**src/rtl/pc_pkg.sv**
```systemverilog
// Shared parallel-counter definitions: thermometer width, count width and a
// reference popcount used by the sorter, counter trees and decoder.
package pc_pkg;

    localparam int unsigned N_THERM  = 15;
    localparam int unsigned CW_THERM = $clog2(N_THERM + 1);
    localparam int unsigned POP_MAXW = 64;

    // Callers zero-extend narrower vectors to POP_MAXW before calling.
    function automatic int unsigned therm_popcount(input logic [POP_MAXW-1:0] v);
        int unsigned c;
        c = 0;
        for (int unsigned i = 0; i < POP_MAXW; i++) begin
            if (v[i]) c++;
        end
        return c;
    endfunction

endpackage

```
**src/rtl/therm_bubble_check.sv**
```systemverilog
// Combinational check of a sorted vector: flags non-monotonic (bubbled) codes
// and marks each 0->1 transition walking up from bit 0.
module therm_bubble_check
    import pc_pkg::*;
#(
    parameter int unsigned N = N_THERM
) (
    input  logic [N-1:0] therm,
    output logic         bubble,
    output logic [N-1:0] tx
);

    always_comb begin
        bubble = 1'b0;
        for (int unsigned i = 0; i + 1 < N; i++) begin
            bubble = bubble | (therm[i] & ~therm[i+1]);
        end
        tx = therm & ~{therm[N-2:0], 1'b0};
    end

endmodule

```
**src/rtl/therm_count_decoder.sv**
```systemverilog
// Two-stage valid/ready decoder from a thermometer code to a binary ones-count,
// with bubble detection and a saturating bubble-error counter.
module therm_count_decoder
    import pc_pkg::*;
#(
    parameter int unsigned N     = N_THERM,
    parameter int unsigned CW    = $clog2(N + 1),
    parameter int unsigned ERR_W = 8
) (
    input  logic             clk,
    input  logic             rst_n,
    input  logic             in_valid,
    output logic             in_ready,
    input  logic [N-1:0]     in_therm,
    output logic             out_valid,
    input  logic             out_ready,
    output logic [CW-1:0]    out_count,
    output logic             out_bubble,
    output logic [ERR_W-1:0] err_cnt,
    input  logic             clr_err
);

    logic             s1_valid_q, s1_valid_d;
    logic [N-1:0]     s1_therm_q, s1_therm_d;
    logic             s2_valid_q, s2_valid_d;
    logic [CW-1:0]    s2_count_q, s2_count_d;
    logic             s2_bubble_q, s2_bubble_d;
    logic [ERR_W-1:0] err_cnt_q, err_cnt_d;

    logic             s1_bubble;
    logic [N-1:0]     s1_tx;
    logic [CW-1:0]    s1_idx;
    logic [CW-1:0]    s1_count;
    logic             s1_adv, s2_adv;

    therm_bubble_check #(.N(N)) u_bubble_check (
        .therm  (s1_therm_q),
        .bubble (s1_bubble),
        .tx     (s1_tx)
    );

    // A legal code has a single transition at N-k; bubbled words fall back to
    // a full popcount so the reported count is still the true ones-count.
    always_comb begin
        s1_idx = '0;
        for (int unsigned j = 0; j < N; j++) begin
            if (s1_tx[j]) s1_idx = s1_idx | CW'(j);
        end
        if (s1_bubble) begin
            s1_count = CW'(therm_popcount(POP_MAXW'(s1_therm_q)));
        end else if (s1_tx == '0) begin
            s1_count = '0;
        end else begin
            s1_count = CW'(N) - s1_idx;
        end
    end

    always_comb begin
        s2_adv = !s2_valid_q || out_ready;
        s1_adv = !s1_valid_q || s2_adv;

        s1_valid_d  = s1_valid_q;
        s1_therm_d  = s1_therm_q;
        s2_valid_d  = s2_valid_q;
        s2_count_d  = s2_count_q;
        s2_bubble_d = s2_bubble_q;
        err_cnt_d   = err_cnt_q;

        if (s1_adv) begin
            s1_valid_d = in_valid;
            if (in_valid) s1_therm_d = in_therm;
        end

        if (s2_adv) begin
            s2_valid_d = s1_valid_q;
            if (s1_valid_q) begin
                s2_count_d  = s1_count;
                s2_bubble_d = s1_bubble;
            end
        end

        if (clr_err) begin
            err_cnt_d = '0;
        end else if (s2_valid_q && out_ready && s2_bubble_q && (err_cnt_q != '1)) begin
            err_cnt_d = err_cnt_q + ERR_W'(1);
        end
    end

    always_ff @(posedge clk) begin
        if (!rst_n) begin
            s1_valid_q  <= 1'b0;
            s1_therm_q  <= '0;
            s2_valid_q  <= 1'b0;
            s2_count_q  <= '0;
            s2_bubble_q <= 1'b0;
            err_cnt_q   <= '0;
        end else begin
            s1_valid_q  <= s1_valid_d;
            s1_therm_q  <= s1_therm_d;
            s2_valid_q  <= s2_valid_d;
            s2_count_q  <= s2_count_d;
            s2_bubble_q <= s2_bubble_d;
            err_cnt_q   <= err_cnt_d;
        end
    end

    assign in_ready   = s1_adv;
    assign out_valid  = s2_valid_q;
    assign out_count  = s2_count_q;
    assign out_bubble = s2_bubble_q;
    assign err_cnt    = err_cnt_q;

endmodule

```
**config.mk**
```make
export PLATFORM = sky130hd
export DESIGN_NAME = therm_count_decoder
export DESIGN_NICKNAME = d
export VERILOG_FILES = /design/src/rtl/pc_pkg.sv /design/src/rtl/therm_bubble_check.sv /design/src/rtl/therm_count_decoder.sv
export SDC_FILE = /design/constraint.sdc
export NUM_CORES = 1
export LEC_CHECK = 0
export CAP_MARGIN = 20
export CORE_AREA = 2 2 76 96
export CTS_CLUSTER_SIZE = 12
export DETAILED_ROUTE_END_ITERATION = 6
export DIE_AREA = 0 0 78 98
export PLACE_DENSITY_LB_ADDON = 0.1
export SLEW_MARGIN = 20
export SYNTH_ARGS = -nofsm -noshare
export SYNTH_HDL_FRONTEND = slang
export SYNTH_SLANG_ARGS = --single-unit
```
**constraint.sdc**
```tcl
create_clock -name clk -period 11.2 [get_ports clk]
set_input_delay 2.24 -clock clk [delete_from_list [all_inputs] [get_ports clk]]
set_output_delay 2.24 -clock clk [all_outputs]
set_load 0.03 [all_outputs]
```
======== Word level (Yosys, flattened, before mapping) ========
Cells that the tools add are included.
word-level totals
  flip-flop bits (word level) ............. 30
  latch bits .............................. 0
  bits in writable memories ............... 0
  memory bits (read-only) ................. 0
  input bits .............................. 20
  output and inout bits ................... 15
  word-level logic and storage cells ...... 123
  memories ................................ 0
operators by class
  add/subtract/negate cells ............... 16
  $mul .................................... 0
  div/mod/pow operators ................... 0
  $lt $le $gt $ge ......................... 0
  equality and inequality tests ........... 1
  shift operators ......................... 0
  muxes and demuxes ....................... 45
  bitwise gates (word level) .............. 44
  reduce and logical (&&, ||, !) cells .... 11
operators by type and width
  cell                                                            number
  4-bit two-way mux                                               37
  4-bit by 1-bit adder with 4-bit output (second input constant)  14
  15-bit bitwise AND                                              1
  15-bit logical NOT                                              1
  1-bit NOT                                                       15
  15-bit NOT                                                      1
  1-bit bitwise AND                                               14
  1-bit OR                                                        13
  3-bit two-way mux                                               4
  8-bit by 1-bit adder with 8-bit output (second input constant)  1
  8-bit inequality test (second input constant)                   1
  2-bit two-way mux                                               2
  2-bit AND reduction                                             2
  4-bit subtractor (first input constant)                         1
  1-bit logical AND                                               3
  1-bit logical NOT                                               2
  1-bit logical OR                                                2
  1-bit two-way mux                                               2
  2-bit OR reduction                                              1

======== Longest topological paths before layout ========
  word-level depth ........................ 58
  gate-level depth with buffers ........... 43
  depth with buffers taken out ............ 42

======== By module ========
A second synthesis with hierarchy kept.
second synthesis, totals
  cell total of the unflattened synthesis .. 428
  area total of the unflattened synthesis .. 3233.1 um^2
modules (own cells, without submodules)
  module               instances  cells an instance  area each (um^2)
  therm_count_decoder  1          395                3024.2
  therm_bubble_check   1          33                 209.0

======== Least setup slack after synthesis ========
OpenSTA, ideal clock, no wires.
  path type ............................... flip-flop to flip-flop
  start ................................... register s1_therm_q[1]
  end ..................................... register s2_count_q[3], in the netlist out_count[3]
  data arrival time ....................... 7.676 ns
  data required time ...................... 11.126 ns
  path slack .............................. 3.450 ns
  stages on the path, launching flop included .. 43
  clock period less this slack ............ 7.750 ns
  cell sequence ........................... dfxtp_1 -> inv_1 -> ha_1 -> buf_2 -> xnor2_2 -> inv_1 -> ha_1 -> nand2_1 -> o21ai_0 -> xnor2_1 -> a221o_4 -> ha_1 -> inv_1 -> a32oi_1 -> a211oi_2 -> a31o_2 -> a221oi_2 -> inv_1 -> [... 7 more ...] -> nand2b_1 -> o21a_1 -> and3_1 -> o21ai_1 -> o21a_1 -> ha_1 -> xor2_1 -> nor3_1 -> a221oi_2 -> a21oi_2 -> ha_1 -> nand2_1 -> xor2_1 -> and3_1 -> a211oi_2 -> xnor3_1 -> or2_1 -> a31oi_1
between the ends
  longest elaborated chain between the ends .. 41
ends and longest elaborated chain
  element                                 line                        source
  from (decl)                             therm_count_decoder.sv:24   logic [N-1:0] s1_therm_q, s1_therm_d;
  from (signal assigned)                  therm_count_decoder.sv:99   s1_therm_q <= s1_therm_d;
  4-bit two-way mux                       pc_pkg.sv:14                if (v[i]) c++;
  4-bit two-way mux                       therm_count_decoder.sv:49   if (s1_bubble) begin
  4-bit by 1-bit adder with 4-bit output  pc_pkg.sv:14
  4-bit two-way mux                       pc_pkg.sv:14
  4-bit two-way mux                       therm_count_decoder.sv:49
  4-bit by 1-bit adder with 4-bit output  pc_pkg.sv:14
  4-bit two-way mux                       pc_pkg.sv:14
  4-bit two-way mux                       therm_count_decoder.sv:49
  [... 25 more ...]                       n/a
  4-bit two-way mux                       pc_pkg.sv:14
  4-bit two-way mux                       therm_count_decoder.sv:49
  4-bit by 1-bit adder with 4-bit output  pc_pkg.sv:14
  4-bit two-way mux                       pc_pkg.sv:14
  4-bit two-way mux                       therm_count_decoder.sv:49
  4-bit by 1-bit adder with 4-bit output  pc_pkg.sv:14
  4-bit two-way mux                       pc_pkg.sv:14
  4-bit two-way mux *                     therm_count_decoder.sv:49
  to (signal assigned)                    therm_count_decoder.sv:101  s2_count_q <= s2_count_d;
  to (decl)                               therm_count_decoder.sv:26   logic [CW-1:0] s2_count_q, s2_count_d;
Every way passes the cells marked *; elsewhere a longest branch is shown, timed or not. The select of a mux whose other input is x is not followed.
A chain may end at the register's enable or synchronous reset.

======== Worst setup path in the final report ========
Same ends and word-level chain as after synthesis.

==> results.md <==
* Worst-Skew Late Latency at 0.28 ns
* Crit-path slowest cell: a221o_4
* WL final at 6792 um
* Max Fanout on Critical Path at 7
* N_diodes at 0
* H-tree depth at 2
* Yosys warning total at 0
* First-pass GRT wire length at 11,810 um
* Worst reg-to-reg path cell count at 41
* Worst Tran Pin Value at 0.7067 ns
* CP peak stage delay at 0.48 ns
* Sw Ratio at 39.40%
* Clock Skew at 0.004379 ns
* DRT antenna net count at 0
* Dpl hpwl at 5235 um
* Core Area at 0.006807 sq mm
* Hold depth at 2
* CP Launch Type: register
* Final min period at 8.447 ns
* Max Cap Viol at 0
* Ys async rst share at 0%
* Setup Buffers After CTS at 0
* Fmax at 0.1184 GHz
* Post-synthesis sequential area ratio at 19.58%
* Peak VDD IR at 0.00009365 V
* RD Place Congestion at 0.8633
* Total power at 0.4348 mW
* # rows at 34
* Min-Delay Path Class: register to register
* Final net count at 437
* PostCTS Resize Cnt at 0
* Reg2reg start: s1_therm_q[1]
* Final setup viols at 0
* Layout area overhead at 14.23%
* Hold endpoint: err_cnt[7]
* Pleak at 1.332 nW
* Main synth FF type: dfxtp_1
* Chip width at 78 um
* DR WL/cell at 13.83 um
* Avg Vias per Cell at 5.409
* Clock transition at the registers of the reported paths at 0.07 ns
* Maximum clock path buffer count at 2
* Critical Path AT at 8.66 ns
* Setup TNS at 0 ns
* Comb pwr share at 50.5%
* Internal Power at 0.2635 mW
* Multi-input logic area at 0.002267 sq mm
* Initial core utilization at 45.07%
* Syn nets at 420
* WS Path Type: register to register
* Fin. Hold Viols at 0
* Die Area at 0.007644 sq mm
* 1st-iter DRT viols at 73
* Sw Pwr at 0.1713 mW
* Cells after synthesis at 383
* Pwr Density at 124.1 mW/mm^2
* Finished Layout Cells at 491
* Outcome: completed
* Worst r2r dst: out_count[3]
* Vias at 2,656
* I/O pin count at 35
* Share of cells above drive strength 1 at 9.726%
* Tot GR Track Use at 18.64%
* Largest net degree at the start of global routing at 24
* First-pass DRT Iterations at 5
* Syn Area/Cell at 8.010 sq um
* Worst Hold Launch: err_cnt[7]
* Sequential cell area at 600.6 sq um
* Sink Count at 30
* DRC viols at 0
* Internal reg-to-reg setup slack at 2.75 ns
* Initial antenna violation count at 0
* Clk pwr share at 21.1%
* Clock root cell: clkbuf_8
* Rel. slew slack at 52.74%
* RSZ-0062 raised after global routing: false
* Crit path capture type: register
* Reg power frac at 28.4%
* Required @ worst endpoint at 11.41 ns
* Total gr overflow at 0
* Final slew viol count at 0
* Post-route clock period utilization at 75.42%
* Fillers at 692
* Flops & latches, synth at 30
* Post-synth EDFFs at 0
* Die H at 98 um
* CTS Buf Count at 5
* Synth cell types at 65
* Placed Instances at 483
* CP most frequent cell: ha_1
* Synthesized cell area at 0.003068 sq mm
* CTS tree: done
* Vias in the first global route at 2,610
* Port Buffers at 34
* CTS Hold Bufs at 0
power groups by stage:
stage	registers [mW]	clock network, mW	logic [mW]
floorplan	0.121	0	0.181
detailed placement	0.126	0	0.219
global placement	0.126	0	0.219
CTS	0.124	0.0948	0.221
global route	0.125	0.0984	0.248
finish	0.124	0.0918	0.219
cells in the final DEF (no fill, tap or decap), types with 6 or more instances in the layout:
cell type and count:
a21boi_0 15, a21oi_1 15, clkbuf_8 6, clkdlybuf4s50_1 34
dfxtp_1 30, ha_1 17, inv_1 21, mux2i_1 7
nand2_1 59, nand2b_1 6, nand3_1 9, nand4_1 10
nor2_1 30, nor2b_1 7, o21ai_0 12, xnor2_1 23
xor2_1 12
layer usage:
layer	vias up	GRT usage [%]	wire [um]
li1	1364	-	-
met1	1243	23.44	3242
met2	41	33.02	3275
met3	8	2.311	182
met4	0	5.668	92
met5	-	0	0
Yosys cell counts, drive strengths merged, types with 2 or more instances:
cell type	count	area (sq um)
a31oi	3	18.77
mux2	2	26.27
or2	5	31.28
o21a	4	30.03
nor2	30	112.6
clkbuf	15	56.30
a32oi	4	35.03
a311o	2	20.02
nand4	10	62.56
a22oi	2	15.01
nor3	5	25.02
a21boi	15	112.6
a221oi	3	45.04
o32ai	2	17.52
buf	9	55.05
o21ai	14	70.07
o31ai	2	15.01
nand2b	6	37.54
dfxtp	30	600.6
mux2i	7	70.07
a2111oi	2	17.52
a21oi	16	83.83
and3	4	25.02
xnor2	30	337.8
a211oi	3	32.53
nor3b	2	15.01
o22a	2	17.52
ha	17	212.7
nor2b	7	43.79
xor2	13	121.4
nand2	59	221.5
o211ai	2	15.01
or3	3	23.77
a31o	2	17.52
xnor3	5	118.9
nand3	10	62.56
inv	23	88.84
and2	2	12.51
how the worst max path moves through the flow:
stage / from / end / slack, ns / cells past startpoint
floorplan: s1_therm_q[1] / out_count[3] / 3.45 / 42
global placement: s1_therm_q[1] / out_count[3] / 3.04 / 41
detailed placement: s1_therm_q[1] / out_count[3] / 2.86 / 41
CTS: s1_therm_q[1] / out_count[3] / 2.78 / 41
global route: s1_therm_q[1] / out_count[3] / 2.05 / 42
finish: s1_therm_q[1] / out_count[3] / 2.75 / 41
registers in the layout, indices dropped and copies added, names as in the netlist:
name	count
s1_therm_q	15
err_cnt	8
out_count	4
out_bubble	1
out_valid	1
s1_valid_q	1
cells by family after synthesis:
family	after synthesis	share of synthesized area, %
simple gates	144	22.23
compound gates	86	21.66
xor+xnor	49	19.62
buf+inv	47	6.525
flops	30	19.58
fa+ha+maj	18	7.259
mux	9	3.140
layout make-up:
type	instances	area share [%]
flip-flops and latches	30	17.14
repair buffers	34	9.711
clock inverters	2	0.3570
multi-input cells	306	64.69
clock buffers	6	2.356
inverters	23	2.535
well taps	90	3.213
per-stage QoR:
stage / util [%] / hold slack, ns / setup WS (ns) / area [sq um]
2_1_floorplan: - / 0.4768 / 3.450 / 3068
3_3_place_gp: 50.09 / 0.4994 / 3.044 / 3410
3_5_place_dp: 50.09 / 0.5004 / 2.863 / 3410
4_1_cts: 51.49 / 0.5162 / 2.782 / 3505
5_1_grt: 51.49 / 0.5375 / 2.053 / 3505
6_report: 51.49 / 0.5250 / 2.753 / 3505
critical path: cells and delay by family (launching register included):
kind            cells  cell delay [ns]
compound gates     15             2.90
fa+ha+maj           7             2.09
simple gates        9             1.39
xor+xnor            6             1.18
flops               1             0.43
buf+inv             4             0.38
Power figures use the tool's default switching activity.
